### src/rtl/aec_req_sched.sv
// aec_req_sched: shares one AEC expression-evaluator core between NREQ
// requesters. A round-robin winner streams its '='-terminated expression into
// a local buffer at its own pace. The buffer is then replayed to the core one
// character per cycle with no gaps. The core's result, or an error, is
// returned to the owner.
//
// Ports:
//   clk, rst          clock, asynchronous active-low reset
//   req_valid[NREQ]   requester i presents req_char[8i+7:8i]
//   req_char          packed ASCII characters, one byte per requester
//   req_ack[NREQ]     character of requester i consumed this cycle
//   resp_valid[NREQ]  one-cycle one-hot response strobe
//   resp_result[7]    result, held until the next response
//   resp_err          error flag qualifying resp_valid
//   core_ready        start strobe to the core (first character only)
//   core_ascii[8]     character to the core
//   core_valid        core result valid
//   core_result[7]    core result
//   busy              scheduler is not IDLE
module aec_req_sched #(
  parameter int NREQ    = 4,
  parameter int DEPTH   = 16,
  parameter int TIMEOUT = 64
) (
  input  logic              clk,
  input  logic              rst,
  input  logic [NREQ-1:0]   req_valid,
  input  logic [8*NREQ-1:0] req_char,
  output logic [NREQ-1:0]   req_ack,
  output logic [NREQ-1:0]   resp_valid,
  output logic [6:0]        resp_result,
  output logic              resp_err,
  output logic              core_ready,
  output logic [7:0]        core_ascii,
  input  logic              core_valid,
  input  logic [6:0]        core_result,
  output logic              busy
);
  localparam int GW = (NREQ > 1) ? $clog2(NREQ) : 1;
  localparam int PW = $clog2(DEPTH) + 1;
  localparam int AW = PW - 1;
  localparam int TW = $clog2(TIMEOUT) + 1;

  typedef enum logic [2:0] {IDLE, LOAD, DRAIN, SEND, WAIT, RESP} state_t;

  state_t          state, state_nxt;
  logic [GW-1:0]   gnt, rr_ptr, pick, idx;
  logic            any_req;
  logic [PW-1:0]   wr_ptr, rd_ptr, len;
  logic [TW-1:0]   tmo;
  logic            err;
  logic [7:0]      mem [DEPTH];
  logic [7:0]      gnt_char;
  logic            gnt_vld, take, is_eq, tmo_hit;

  // Round-robin pick. Scanning offsets from high to low lets the nearest
  // requester at or after rr_ptr overwrite the others.
  always_comb begin
    pick    = rr_ptr;
    idx     = rr_ptr;
    any_req = 1'b0;
    for (int k = NREQ - 1; k >= 0; k--) begin
      idx = GW'((int'(rr_ptr) + k) % NREQ);
      if (req_valid[idx]) begin
        pick    = idx;
        any_req = 1'b1;
      end
    end
  end

  // Select the granted requester's lane.
  always_comb begin
    gnt_char = 8'h00;
    gnt_vld  = 1'b0;
    for (int i = 0; i < NREQ; i++) begin
      if (GW'(i) == gnt) begin
        gnt_char = req_char[i*8 +: 8];
        gnt_vld  = req_valid[i];
      end
    end
  end

  assign take  = ((state == LOAD) || (state == DRAIN)) && gnt_vld;
  assign is_eq = (gnt_char == 8'd61);
  // The counter is cleared on entry to WAIT. When this fires, the counter
  // reaches TIMEOUT-1 on the same edge that enters RESP. RESP therefore lands
  // TIMEOUT cycles after the cycle that presented '='.
  assign tmo_hit = (tmo == TW'(TIMEOUT - 2));

  always_comb begin
    state_nxt = state;
    case (state)
      IDLE:  if (any_req) state_nxt = LOAD;
      LOAD:  if (take) begin
               if (is_eq)                           state_nxt = (wr_ptr == '0) ? RESP : SEND;
               else if (wr_ptr == PW'(DEPTH - 1))   state_nxt = DRAIN;
             end
      DRAIN: if (take && is_eq) state_nxt = RESP;
      SEND:  if (rd_ptr == len - PW'(1)) state_nxt = WAIT;
      WAIT:  if (core_valid || tmo_hit) state_nxt = RESP;
      RESP:  state_nxt = IDLE;
      default: state_nxt = IDLE;
    endcase
  end

  assign req_ack    = take ? (NREQ'(1) << gnt) : '0;
  assign resp_valid = (state == RESP) ? (NREQ'(1) << gnt) : '0;
  assign resp_err   = (state == RESP) && err;
  assign core_ascii = (state == SEND) ? mem[rd_ptr[AW-1:0]] : 8'h00;
  assign core_ready = (state == SEND) && (rd_ptr == '0);
  assign busy       = (state != IDLE);

  always_ff @(posedge clk or negedge rst) begin
    if (!rst) state <= IDLE;
    else      state <= state_nxt;
  end

  always_ff @(posedge clk or negedge rst) begin
    if (!rst) begin
      gnt         <= '0;
      rr_ptr      <= '0;
      wr_ptr      <= '0;
      rd_ptr      <= '0;
      len         <= '0;
      tmo         <= '0;
      err         <= 1'b0;
      resp_result <= '0;
    end else begin
      case (state)
        IDLE: if (any_req) gnt <= pick;
        LOAD: if (take) begin
                wr_ptr <= wr_ptr + PW'(1);
                if (is_eq) begin
                  len    <= wr_ptr + PW'(1);
                  rd_ptr <= '0;
                  if (wr_ptr == '0) begin
                    err         <= 1'b1;
                    resp_result <= '0;
                  end
                end else if (wr_ptr == PW'(DEPTH - 1)) begin
                  err <= 1'b1;
                end
              end
        DRAIN: if (take && is_eq) resp_result <= '0;
        SEND: begin
                rd_ptr <= rd_ptr + PW'(1);
                tmo    <= '0;
              end
        WAIT: begin
                tmo <= tmo + TW'(1);
                if (core_valid) begin
                  resp_result <= core_result;
                  err         <= 1'b0;
                end else if (tmo_hit) begin
                  resp_result <= '0;
                  err         <= 1'b1;
                end
              end
        RESP: begin
                rr_ptr <= (gnt == GW'(NREQ - 1)) ? '0 : gnt + GW'(1);
                wr_ptr <= '0;
                err    <= 1'b0;
              end
        default: ;
      endcase
    end
  end

  // Expression buffer; contents need no reset.
  always_ff @(posedge clk) begin
    if ((state == LOAD) && gnt_vld) mem[wr_ptr[AW-1:0]] <= gnt_char;
  end
endmodule

### config.mk
export PLATFORM = sky130hd
export DESIGN_NAME = aec_req_sched
export DESIGN_NICKNAME = d
export VERILOG_FILES = /design/src/rtl/aec_req_sched.sv
export SDC_FILE = /design/constraint.sdc
export NUM_CORES = 1
export LEC_CHECK = 0
export ABC_CLOCK_PERIOD_IN_PS = 2800
export CORE_UTILIZATION = 57
export DETAILED_ROUTE_END_ITERATION = 7
export DONT_BUFFER_PORTS = 1
export HOLD_SLACK_MARGIN = 0.08
export PLACE_DENSITY = 0.75
export SYNTH_ARGS = -nofsm -noshare
export SYNTH_HDL_FRONTEND = slang
export SYNTH_SLANG_ARGS = --single-unit
### constraint.sdc
create_clock -name clk -period 2.8 [get_ports clk]
set_input_delay 0.84 -clock clk [delete_from_list [all_inputs] [get_ports clk]]
set_output_delay 0.84 -clock clk [all_outputs]
set_load 0.1 [all_outputs]
Yosys cells after proc, flatten, opt, wreduce, memory -nomap -nowiden
Memory sizes are Yosys's and may differ from the RTL's.
Index checks and enable logic that the tools add are counted.
Storage, ports and cells
  bits in writable memories: 128
  register bits: 37
  memories kept: 1
Operators by class
  add/subtract/negate cells: 8
  magnitude comparators: 4
  shift operators: 1
  equal/unequal tests: 23
  muxes and demuxes: 59
  reduce and logical (&&, ||, !) cells: 24
Memories
  mem: depth 16, width 8, rd ports 1, clocked after memory_dff 0, write ports 1, line 52  | logic [7:0] mem [DEPTH];
Operators by type and width (number)
  7-bit two-way mux: 6
  8-bit two-way mux: 5
  3-bit two-way mux: 8
  7-bit one-hot mux with 3 select lines: 1
  1-bit two-way mux: 20
  5-bit one-hot mux with 2 select lines: 2
  5-bit two-way mux: 3
  3-bit one-hot mux with 5 select lines: 1
  7-bit one-hot mux with 2 select lines: 1
  2-bit by 3-bit < comparator with 1-bit output (second input constant): 4
  2-bit != test (second input constant): 6
  6-bit AND reduction: 2
  5-bit by 1-bit adder with 5-bit output (second input constant): 2
  5-bit logical NOT: 2
  2-bit two-way mux: 5
  3-bit != test (second input constant): 3
  3-bit nonzero test: 3
  1-bit binary-select mux with 2-bit select: 4
  8-bit by 6-bit == test with 1-bit output (second input constant): 1
  4-bit two-way mux: 2
  7-bit by 1-bit adder with 7-bit output (second input constant): 1
  7-bit by 6-bit == test with 1-bit output (second input constant): 1
  3-bit by 2-bit == test with 1-bit output (second input constant): 2
  3-bit == test (second input constant): 2
  other kinds (20): 32

Logic depth before layout (Yosys ltp)
  depth in word-level cells: 9
  mapped depth: 11
  gate-level depth less buffers: 9

Worst setup path after synthesis
Ideal clock, no wire load.
  kind: register to output
  start point: reg rd_ptr[1]
  end point: out core_ready
  data required time: 1960 ps
  data arrival time: 3884 ps
  path buffers: 2
  slack: -1924 ps
  cell stages (with the launch flop): 7
  path through: dfrtp_1 > clkbuf_1 > clkbuf_1 > inv_1 > ha_1 > nand2b_1 > nor4_1
Between the ends
  cells in the longest elaborated chain, start to end: 2
RTL lines
  from (decl): line 49  | logic [PW-1:0] wr_ptr, rd_ptr, len;
  from (signal assigned): line 146  | rd_ptr <= rd_ptr + PW'(1);
  5-bit logical NOT: line 110  | assign core_ready = (state == SEND) && (rd_ptr == '0);
  1-bit logical AND: line 110
  to (decl): line 33  | output logic core_ready,
No other way between the ends.

Worst setup path after layout
  start point: reg rd_ptr[0]
  end point: out core_ascii[4]
Between the ends
  cells in the longest elaborated chain, start to end: 2
RTL lines
  memory 16 x 8 bit
  8-bit two-way mux: line 109  | assign core_ascii = (state == SEND) ? mem[rd_ptr[AW-1:0]] : 8'h00;
  to (decl): line 34  | output logic [7:0] core_ascii,
No other way between the ends.

==> results.cfg <==
[worst_setup_path]
cp.arrival_ns = 2.40
slowest_delay_ns = 0.55
r2r_cells = 11
critPathKind = flip-flop to output pin
r2r-end = state[2]
cp.depth = 5
crit_buf_inv = 2
start_kind = flip-flop
crit_path_end_kind = output pin
startpoint = rd_ptr[0]
cp.required_ns = 1.96
worst-r2r-setup-slack_ns = 0.10
path_delay_family = multiplexers
reg2reg_from = gnt[0]
cp_max_fo = 7
slowest_stage = mux4_2
crit_path_end = core_ascii[4]
crit_top_cell = mux4_2
crit_chain = buf_6, buf_12, mux4_2, mux4_2, and2_4

[placed_design]
io_buffers = 0
globalplace.congestion = 0.8481
dp_hpwl_um = 11430

[synthesis]
yosysTopAreaCell = edfxtp_1
synth-simple-area-share = 0.09274
synth.distinct_cells = 57
synth_top_family_by_area = multiplexers
synth_xor_area_frac = 0.008277
post-synth-top-count-cell = edfxtp_1
synth_compound_area_frac = 0.07686
netlist_top_cells_count = edfxtp_1, nand2_1, mux4_2
yosysWarnings = 0
synth_mux_area_frac = 0.1302
synth_area_um2 = 7407
syn-num-nets = 559
synth_fa_ha_area_frac = 0.02365
synth_seq_area_share = 0.6439
avgSynthCellArea_um2 = 14.84
async_flop_share = 0.2242
ys_top_cells_by_area = edfxtp_1, dfrtp_1, mux4_2, ha_1, nand2_1
ys_seq_elements = 165
synth-main-ff-cell = edfxtp_1
synthCells = 499
synth_edf_count = 128
yosysTopAreaCellShare = 0.5189

[sta]
fin_crit_ns = 3.244
setup_ws_ns = -0.4444
setup_violations = 9
rsz0062_at_grt = yes
timing.hold.ws_ns = 0.1149
fmax_ghz = 0.3082
tns_ns = -3.463
relSlewSlack = 0.5146
min_period_over_period = 1.159
skew_ns = 0.01211
final_hold_viol_count = 0
slew_viol_final = 0
worst_pin_slew_ns = 0.7226

[cts]
ctsHoldBuffers = 0
cts.sinks = 165
cts-root-buf = clkbuf_16
htreeDepth = 4
cts_buffers = 17
cts_max_path_buffers = 2
clkLatencyLatePin_ns = 0.42
cts_tree = yes
clk_pin_slew_worst_paths_ns = 0.06

[final_layout]
drive_gt1_frac = 0.3519
diodes = 0
area_delta_synth_final_pct = 24.12
nets = 643

[power]
p_leak_nw = 3.347
p_clk_frac = 0.205
switching_share = 0.3807
switchingPower_mw = 4.036
p_seq_frac = 0.342
ir_worst_vdd_uv = 790.4
power.density_nw_per_um2 = 1153
p_comb_frac = 0.453
intPower_mw = 6.565

[grt]
grt.total_usage = 0.2817
grt_max_degree = 38
grt_pass1_wl_um = 26720
grt-ovfl-total = 0
grt_pass1_vias = 4700
antenna_found_initial = 0

[status]
violations = negative setup slack
status = complete, but fails checks

[floorplanning]
initial_core_util = 0.5870
die_area_um2 = 13450
die_w_um = 116.0
num_rows = 41
io_pins = 72
dieHeight_um = 116.0
core_um2 = 12620

[routing]
detail-route-antenna-nets = 0
postRouteWirelength_um = 18080
route.detailed.drc = 0
avgViaCountPerCell = 6.299
drtPass1Iterations = 5
drtIter0Drc = 554
wl_per_cell_um = 23.61
vias = 4825

[worst_hold_path]
hold_class = input port to async pin

[job]
maxCapViolations = 0
power by group through the flow:
stage               sequential (mW)  clock, mW  combinational (mW)
CTS                            3.61       2.19                4.42
floorplan                      3.82          0                2.85
finish                         3.63       2.17                4.80
global route                   3.66       2.28                5.08
detailed placement             3.64          0                4.22
global placement               3.62          0                4.08
sequential cells by signal, indices dropped and copies added, names as in the netlist:
| name | cells |
|---|---|
| mem | 128 |
| rd_ptr | 5 |
| wr_ptr | 5 |
| gnt | 2 |
| state | 3 |
| rr_ptr | 2 |
| tmo | 7 |
| resp_result | 7 |
| err | 1 |
| len | 5 |
cell type report:
class | instances | area, µm²
clock buffer | 20 | 436.7
clock inverter | 10 | 110.1
fill | 794 | 3426
inverter | 19 | 83.83
multi-input combinational | 293 | 2688
sequential | 165 | 4773
tap | 172 | 215.2
timing repair buffer | 87 | 887.1
routing by layer:
layer	vias up	global-route usage	share of wire
met4	0	0.08632	0.020
met1	2435	0.3696	0.39
met3	37	0.06067	0.076
met2	238	0.4750	0.52
li1	2115	-	-
met5	-	0	0
worst min path at each step:
| stage | startpoint | endpoint | slack [ns] | cells after the start |
|---|---|---|---|---|
| finish | rst | rd_ptr[3] | 0.11 | 0 |
| global route | rst | rd_ptr[1] | 0.1 | 0 |
| CTS | rst | rd_ptr[1] | 0.1 | 0 |
| detailed placement | tmo[6] | tmo[6] | 0.48 | 1 |
| global placement | tmo[6] | tmo[6] | 0.48 | 1 |
| floorplan | tmo[6] | tmo[6] | 0.45 | 1 |
through the flow:
stage	power [mW]	cell area (µm²)	util	worst slack [ns]	cells
final	10.60	9194	0.7285	-0.4444	766
after global routing	11.02	9194	0.7285	-0.4690	766
after CTS	10.23	8959	0.7099	-0.4379	751
after detailed placement	7.864	8258	0.6544	-0.1204	716
after global placement	7.704	8258	0.6544	-0.1320	716
after floorplan	6.670	7508	-	-0.3239	499
cells by family after synthesis:
group | after synthesis
simple gates | 139
xor+xnor | 7
compound gates | 87
flops | 165
buf+inv | 41
mux | 46
fa+ha+maj | 14
cell usage in the layout (no fill, tap or decap), drive strengths merged, types with 6 or more instances in the layout:
| master | instances |
|---|---|
| edfxtp | 128 |
| buf | 84 |
| nand2 | 44 |
| mux4 | 40 |
| dfrtp | 37 |
| nor2 | 30 |
| o21ai | 26 |
| clkbuf | 23 |
| inv | 18 |
| nand3 | 16 |
| ha | 14 |
| and2 | 13 |
| nor3 | 11 |
| a31oi | 11 |
| a21oi | 10 |
| o22ai | 9 |
| a22o | 8 |
| clkinv | 7 |
| and3 | 6 |
worst register-to-register path, delay by kind of cell (launching register included):
family	cells	cell delay, ns
DFF	1	0.46
adders and majority gates	1	0.20
and+or+nand+nor	3	0.96
AOI/OAI and AO/OA	3	0.44
buffers and inverters	4	0.59
repair_timing:
item	in CTS	in global routing
setup buffers	5	12
setup endpoints to repair	22	29
resized for setup	28	16
cloned	0	3
pin swaps	3	6
Power figures use the tool's default switching activity.
